<file path="config.mk">
export PLATFORM = sky130hd
export DESIGN_NAME = mul_arbiter
export DESIGN_NICKNAME = d
export VERILOG_FILES = /design/src/rtl/mul_arbiter.sv
export SDC_FILE = /design/constraint.sdc
export NUM_CORES = 1
export LEC_CHECK = 0
export BUFFER_PORTS_ARGS = -buffer_cell sky130_fd_sc_hd__buf_2
export CAP_MARGIN = 15
export CORE_MARGIN = 1
export CORE_UTILIZATION = 52
export CTS_BUF_LIST = sky130_fd_sc_hd__clkbuf_16
export DETAILED_ROUTE_END_ITERATION = 12
export GPL_TIMING_DRIVEN = 0
export HOLD_SLACK_MARGIN = 0.08
export PLACE_DENSITY_LB_ADDON = 0.05
export SLEW_MARGIN = 20
export SYNTH_ARGS = -nofsm -noshare
export SYNTH_HDL_FRONTEND = slang
export SYNTH_SLANG_ARGS = --single-unit
</file>
<file path="constraint.sdc">
create_clock -name clk -period 3.4 [get_ports clk]
set_clock_uncertainty 0.1 [all_clocks]
set_input_delay 0.68 -clock clk [delete_from_list [all_inputs] [get_ports clk]]
set_output_delay 0.68 -clock clk [all_outputs]
set_load 0.02 [all_outputs]
</file>
<file path="src/rtl/mul_arbiter.sv">
// mul_arbiter: shares one 3-cycle handshake multiplier among NREQ requesters.
// Requests are granted round-robin. The grantee's operands are latched and
// driven to the multiplier, which is started with a one-cycle cs pulse. The
// block then follows the multiplier's rdy low->high sequence, captures the
// product and returns it with a one-cycle done pulse. A wait that runs for
// TIMEOUT cycles aborts the operation and flags err. After reset, cs is held
// low for two cycles so that the multiplier, which has no reset, can settle
// back to idle.
module mul_arbiter #(
    parameter int NREQ    = 2,
    parameter int TIMEOUT = 8
) (
    input  logic                 clk,
    input  logic                 rst_n,
    input  logic [NREQ-1:0]      req,
    input  logic [16*NREQ-1:0]   a_in,
    input  logic [16*NREQ-1:0]   b_in,
    output logic [NREQ-1:0]      done,
    output logic                 err,
    output logic [15:0]          result_out,
    output logic [1:0]           gnt_id,
    output logic                 busy,
    output logic                 mul_cs,
    output logic [15:0]          mul_a,
    output logic [15:0]          mul_b,
    input  logic                 mul_rdy,
    input  logic [15:0]          mul_result
);

    localparam logic [2:0] SYNC    = 3'd0;
    localparam logic [2:0] IDLE    = 3'd1;
    localparam logic [2:0] ISSUE   = 3'd2;
    localparam logic [2:0] WAIT_LO = 3'd3;
    localparam logic [2:0] WAIT_HI = 3'd4;
    localparam logic [2:0] DONE    = 3'd5;

    localparam int TW = (TIMEOUT < 2) ? 1 : $clog2(TIMEOUT + 1);
    localparam logic [TW-1:0] TCNT_LAST = TW'(TIMEOUT - 1);

    logic [2:0]      state_r;
    logic            sync_cnt_r;
    logic [1:0]      rr_r;
    logic [TW-1:0]   tcnt_r;
    logic [NREQ-1:0] done_r;
    logic            err_r;
    logic [15:0]     result_r;
    logic [1:0]      gnt_id_r;
    logic            busy_r;
    logic            mul_cs_r;
    logic [15:0]     mul_a_r;
    logic [15:0]     mul_b_r;

    logic            found_hi_s;
    logic            found_lo_s;
    logic [1:0]      sel_hi_s;
    logic [1:0]      sel_lo_s;
    logic            found_s;
    logic [1:0]      sel_s;
    logic [15:0]     a_sel_s;
    logic [15:0]     b_sel_s;
    logic [1:0]      rr_next_s;

    // One-hot decode of a requester index into a done vector.
    function automatic logic [NREQ-1:0] id_onehot(input logic [1:0] id);
        logic [NREQ-1:0] oh;
        for (int i = 0; i < NREQ; i++) begin
            oh[i] = (id == 2'(i));
        end
        return oh;
    endfunction

    // Round-robin pick: first request at or above the pointer, else the lowest one (wrap).
    always_comb begin
        found_hi_s = 1'b0;
        found_lo_s = 1'b0;
        sel_hi_s   = 2'd0;
        sel_lo_s   = 2'd0;
        for (int i = 0; i < NREQ; i++) begin
            if (!found_hi_s && req[i] && (2'(i) >= rr_r)) begin
                found_hi_s = 1'b1;
                sel_hi_s   = 2'(i);
            end else begin
                found_hi_s = found_hi_s;
            end
            if (!found_lo_s && req[i]) begin
                found_lo_s = 1'b1;
                sel_lo_s   = 2'(i);
            end else begin
                found_lo_s = found_lo_s;
            end
        end
        found_s = found_hi_s | found_lo_s;
        if (found_hi_s) begin
            sel_s = sel_hi_s;
        end else begin
            sel_s = sel_lo_s;
        end
    end

    // Operand mux for the selected requester.
    always_comb begin
        a_sel_s = 16'h0000;
        b_sel_s = 16'h0000;
        for (int i = 0; i < NREQ; i++) begin
            if (sel_s == 2'(i)) begin
                a_sel_s = a_in[16*i +: 16];
                b_sel_s = b_in[16*i +: 16];
            end else begin
                a_sel_s = a_sel_s;
            end
        end
    end

    // Pointer moves just past the requester that was served.
    always_comb begin
        if (gnt_id_r == 2'(NREQ - 1)) begin
            rr_next_s = 2'd0;
        end else begin
            rr_next_s = gnt_id_r + 2'd1;
        end
    end

    // Control FSM with registered outputs.
    always_ff @(posedge clk or negedge rst_n) begin
        if (!rst_n) begin
            state_r    <= SYNC;
            sync_cnt_r <= 1'b0;
            rr_r       <= 2'd0;
            tcnt_r     <= {TW{1'b0}};
            done_r     <= {NREQ{1'b0}};
            err_r      <= 1'b0;
            result_r   <= 16'h0000;
            gnt_id_r   <= 2'd0;
            busy_r     <= 1'b1;
            mul_cs_r   <= 1'b0;
            mul_a_r    <= 16'h0000;
            mul_b_r    <= 16'h0000;
        end else begin
            done_r <= {NREQ{1'b0}};
            err_r  <= 1'b0;
            case (state_r)
                SYNC: begin
                    mul_cs_r <= 1'b0;
                    if (sync_cnt_r) begin
                        sync_cnt_r <= 1'b0;
                        busy_r     <= 1'b0;
                        state_r    <= IDLE;
                    end else begin
                        sync_cnt_r <= 1'b1;
                    end
                end
                IDLE: begin
                    if (found_s) begin
                        gnt_id_r <= sel_s;
                        mul_a_r  <= a_sel_s;
                        mul_b_r  <= b_sel_s;
                        mul_cs_r <= 1'b1;
                        busy_r   <= 1'b1;
                        state_r  <= ISSUE;
                    end else begin
                        busy_r   <= 1'b0;
                    end
                end
                ISSUE: begin
                    mul_cs_r <= 1'b0;
                    tcnt_r   <= {TW{1'b0}};
                    state_r  <= WAIT_LO;
                end
                WAIT_LO: begin
                    if (!mul_rdy) begin
                        tcnt_r  <= {TW{1'b0}};
                        state_r <= WAIT_HI;
                    end else if (tcnt_r == TCNT_LAST) begin
                        done_r   <= id_onehot(gnt_id_r);
                        err_r    <= 1'b1;
                        result_r <= 16'h0000;
                        state_r  <= DONE;
                    end else begin
                        tcnt_r <= tcnt_r + {{(TW-1){1'b0}}, 1'b1};
                    end
                end
                WAIT_HI: begin
                    if (mul_rdy) begin
                        done_r   <= id_onehot(gnt_id_r);
                        result_r <= mul_result;
                        state_r  <= DONE;
                    end else if (tcnt_r == TCNT_LAST) begin
                        done_r   <= id_onehot(gnt_id_r);
                        err_r    <= 1'b1;
                        result_r <= 16'h0000;
                        state_r  <= DONE;
                    end else begin
                        tcnt_r <= tcnt_r + {{(TW-1){1'b0}}, 1'b1};
                    end
                end
                DONE: begin
                    rr_r    <= rr_next_s;
                    busy_r  <= 1'b0;
                    state_r <= IDLE;
                end
                default: begin
                    mul_cs_r   <= 1'b0;
                    sync_cnt_r <= 1'b0;
                    busy_r     <= 1'b1;
                    state_r    <= SYNC;
                end
            endcase
        end
    end

    assign done       = done_r;
    assign err        = err_r;
    assign result_out = result_r;
    assign gnt_id     = gnt_id_r;
    assign busy       = busy_r;
    assign mul_cs     = mul_cs_r;
    assign mul_a      = mul_a_r;
    assign mul_b      = mul_b_r;

endmodule

</file>
# == After elaboration in Yosys (flattened, before gate mapping) ==
# Cells that the tools add are included.
# W data, S select, Z words.
# classes
n_eq_ne,12
n_mux,41
bitwise_logic,3
add_sub_neg,2
n_reduce_logical,20
n_lt_le_gt_ge,2
# ops
operator,n
$mux W16,7
$pmux W16 S2,1
$pmux W3 S6,1
$mux W3,5
$mux W1,13
$mux W4,3
$pmux W4 S3,1
$reduce_and A2 Y1,6
$mux W2,5
$ne A2 B2 Y1 const B,4
$eq A3 B2 Y1 const B,2
$eq A3 B3 Y1 const B,2
$pmux W1 S2,3
$reduce_or A3 Y1,2
$reduce_or A5 Y1,1
$add A4 B1 Y4 const B,1
$eq A2 B1 Y1 const B,2
$eq A4 B3 Y1 const B,1
$ge A1 B2 Y1 const A,2
$logic_and A1 B1 Y1,4
$logic_not A2 Y1,2
$pmux W1 S4,1
$pmux W2 S2,1
$eq A3 B1 Y1 const B,1
7 further kinds,9
# word_totals
out_inout_bits,55
regBits,65
word_cells,92

# == Depth between registers and ports, before layout ==
# logic_depth
word_depth,11
ltp_mapped,7
depth_no_buf,4

# == Least setup slack after synthesis ==
# No wires, ideal clock.
# synth_timing
kind,input to register
startpoint,input port req[1]
endpoint,"register mul_a_r[10], in the netlist mul_a[10]"
t_arrival_ns,1.631
path_buffers,4
stages,7
slack_ns,1.587
cell_sequence,buf_6 > or2_0 > buf_2 > and2_4 > buf_6 > buf_6 > a31oi_1
# synth_via
elab_chain_len,7
word_cells_on_any_way,14
cone_classes,eq/ne: 1; mux: 7; bitwise: 1; reduce/logical: 5
# synth_rtl
item,line,text
from (decl),15,"input logic [NREQ-1:0] req,"
$logic_and A1 B1 Y1 (2 in a row),79,if (!found_hi_s && req[i] && (2'(i) >= rr_r)) begin
$mux W1,79,
$mux W2,93,if (found_hi_s) begin
$logic_not A2 Y1,105,if (sel_s == 2'(i)) begin
$mux W16 (2 in a row),105,
to (signal assigned),155,mul_a_r <= a_sel_s;
to (decl),50,logic [15:0] mul_a_r;
# Several ways; a longest one is shown, not always the timed one.
# A chain may end at the register's enable or synchronous reset.

# == Worst setup path after layout ==
# layout_timing
startpoint,input port req[0]
endpoint,"register mul_a_r[3], in the netlist mul_a[3]"
# layout_via
elab_chain_len,10
word_cells_on_any_way,19
cone_classes,eq/ne: 1; mux: 9; bitwise: 1; reduce/logical: 8
# layout_rtl
item,line
$logic_and A1 B1 Y1,79
$mux W1,79
$logic_not A1 Y1,79
$logic_and A1 B1 Y1 (2 in a row),79
$mux W1,79
$mux W2,93
$logic_not A2 Y1,105
$mux W16 (2 in a row),105
# Several ways; a longest one is shown, not always the timed one.

==> results.sh <==
export IMPL_totalWireLength_um=8283
export IMPL_grt_max_degree=38
export IMPL_power_leakage_nw=1.990
export IMPL_final_hold_violation_count=0
export IMPL_postCtsSetupRepairBufs=0
export IMPL_clk_pin_slew_worst_paths_ns=0.06
export IMPL_area_growth_pct=33.42
export IMPL_hpwl_um=5870
export IMPL_post_route_min_period_ns=1.822
export IMPL_fmax_ghz=0.5487
export IMPL_grt_overflow_total=0
export IMPL_initial_core_util_pct=54.55
export IMPL_hold_class="in -> async"
export IMPL_rsz0062_at_grt="false"
export IMPL_numPortBuffers=137
export IMPL_worstPathRequired_ns=3.53
export IMPL_reg2reg_to="mul_a[3]"
export IMPL_ys_types=47
export IMPL_max_cap_violations=0
export IMPL_rows=28
export IMPL_crit_fanout=10
export IMPL_drive_above_1_share_pct=36.85
export IMPL_netlist_instances=348
export IMPL_combPwrFrac_pct=44.2
export IMPL_synth_avg_cell_area_um2=9.391
export IMPL_yosysSeqAreaShare_pct=48.28
export IMPL_grt_first_pass_wirelength_um=13230
export IMPL_worst_setup_path_end_kind="flop"
export IMPL_die_height_um=81.28
export IMPL_r2r_cells=5
export IMPL_outcome="finished clean"
export IMPL_slew_viol_final=0
export IMPL_synth_edf_count=0
export IMPL_pwr_share_clk_pct=23.0
export IMPL_clk_latency_ns=0.33
export IMPL_pwr_share_seq_pct=32.8
export IMPL_routedWlPerCell_um=14.36
export IMPL_synth_net_count=434
export IMPL_grtUsageTotal_pct=26.40
export IMPL_r2r_start="rr_r[0]"
export IMPL_final_area_um2=4360
export IMPL_internal_power_mw=2.307
export IMPL_final_cell_mix="146 x buf_2, 62 x dfrtp_1, 54 x o21ai_0, 37 x nand2_1, 36 x a21oi_1"
export IMPL_ys_warn_count=0
export IMPL_cts_max_level=3
export IMPL_hold_buffers=0
export IMPL_die_area_um2=6606
export IMPL_crit_arrival_ns=1.95
export IMPL_grt_antenna_before_repair=0
export IMPL_viasPerCell=5.466
export IMPL_grt_pass1_vias=2968
export IMPL_swShare_pct=40.13
export IMPL_layout_nets=583
export IMPL_final_common_cell="buf_2"
export IMPL_finalSetupViolations=0
export IMPL_insertedDiodeCount=0
export IMPL_ir_drop_mv=0.4902
export IMPL_synth_flop_cell="dfrtp_1"
export IMPL_antenna_left=0
export IMPL_tns_ns=0
export IMPL_placed_area_um2=4070
export IMPL_synthArstFlopShare_pct=100.0
export IMPL_start_kind="input port"
export IMPL_cts_made_buffers=9
export IMPL_powerDensity_nw_per_um2=883.9
export IMPL_dr_pass1_iters=4
export IMPL_cts_resized=0
export IMPL_fin_crit_sh_pct=53.60
export IMPL_root_buffer="clkbuf_16"
export IMPL_die_x_um=81.28
export IMPL_critical_path_class="in -> reg"
export IMPL_fillCellCount=474
export IMPL_num_vias=3154
export IMPL_io_pins=140
export IMPL_drc=0
export IMPL_cts_buffer_depth=2
export IMPL_finalWeightedCongestion=0.8297
export IMPL_p_sw_mw=1.547
export IMPL_cts_num_sinks=63
export IMPL_drtIter0Drc=141
export IMPL_ff2ff_setup_slack_ns=1.65
export IMPL_synth_cell_area_um2=3268
export IMPL_ys_ff_latch=63
export IMPL_core_area_um2=5991
export IMPL_cts_tree="yes"
critical path, cell delays in order:
cell and delay, ns:
buf_2 0.08, nor2b_1 0.14, clkbuf_1 0.32, clkbuf_1 0.36, o21ai_0 0.15, a31oi_1 0.22
registers in the layout, indices dropped and copies added (netlist names), 2 cells and up:
signal / count
mul_a: 16
mul_b: 16
result_out: 16
tcnt_r: 4
state_r: 3
done: 2
worst max-delay path by stage:
stage / startpoint / endpoint / cells past startpoint
after floorplan: req[1] / mul_a[10] / 7
after global placement: req[0] / mul_a[15] / 6
after detailed placement: req[0] / mul_a[7] / 6
after CTS: busy / busy / 1
after global routing: req[0] / mul_a[3] / 6
final: req[0] / mul_a[3] / 6
logic make-up after synthesis:
group / synth area share [%]
AO/OA/AOI/OAI: 25.61
buffers and inverters: 7.082
adder cells (fa/ha/maj): 0.3828
AND/OR/NAND/NOR: 18.53
other: 0.1147
flip-flops: 48.28
synthesized netlist by cell type, types with 2 or more instances:
| cell | number | share of area [%] |
|---|---|---|
| a22oi_1 | 3 | 0.69 |
| nor3_1 | 2 | 0.31 |
| nor2b_1 | 2 | 0.38 |
| a21boi_1 | 2 | 0.46 |
| clkbuf_1 | 17 | 2.0 |
| nand3b_1 | 34 | 7.8 |
| dfrtp_1 | 62 | 47 |
| nor2_1 | 5 | 0.57 |
| a21oi_1 | 36 | 5.5 |
| o21a_1 | 2 | 0.46 |
| nor3b_1 | 2 | 0.46 |
| nand2_1 | 37 | 4.2 |
| o21ai_0 | 54 | 8.3 |
| buf_6 | 6 | 2.1 |
| a31oi_2 | 3 | 1.1 |
| nand3_1 | 4 | 0.61 |
| a31oi_1 | 29 | 5.6 |
| buf_2 | 10 | 1.5 |
| o211ai_1 | 4 | 0.92 |
| inv_1 | 5 | 0.57 |
| buf_4 | 3 | 0.69 |
through the flow:
step | hold slack (ns) | std cells | total power [mW] | worst slack (ns) | util (%)
after detailed placement | 0.3791 | 561 | 2.981 | 1.285 | 67.94
after global placement | 0.3749 | 560 | 2.934 | 1.303 | 67.56
final | 0.1572 | 577 | 3.854 | 1.578 | 72.79
after global routing | 0.1795 | 577 | 4.120 | 1.441 | 72.79
after CTS | 0.1619 | 577 | 3.876 | 1.582 | 72.79
after floorplan | 0.2844 | 348 | 2.432 | 1.587 | -
per-layer routing:
metal	GRT usage, %	vias to the layer above	part of all wire [%]
met4	9.286	0	0.82
met3	7.978	8	7.3
met5	0	-	0
li1	-	1568	-
met2	44.08	124	49
met1	32.11	1454	43
area by class of cell:
class,instances,area [um^2],area share [%]
Timing Repair Buffer,138,708.2,16.24
Inverter,6,22.52,0.5165
Multi-Input combinational cell,242,1459,33.46
Clock inverter,7,65.06,1.492
Buffer,37,209.0,4.792
Sequential cell,63,1578,36.18
Tap cell,75,93.84,2.152
Clock buffer,9,225.2,5.165
power by group through the flow:
| stage | Combinational, mW | Clock [mW] | Sequential [mW] |
|---|---|---|---|
| after detailed placement | 1.71 | 0 | 1.27 |
| after CTS | 1.71 | 0.897 | 1.26 |
| final | 1.70 | 0.885 | 1.27 |
| after global routing | 1.88 | 0.937 | 1.30 |
| after floorplan | 0.832 | 0 | 1.60 |
| after global placement | 1.67 | 0 | 1.26 |
(Power assumes the default switching activity.)
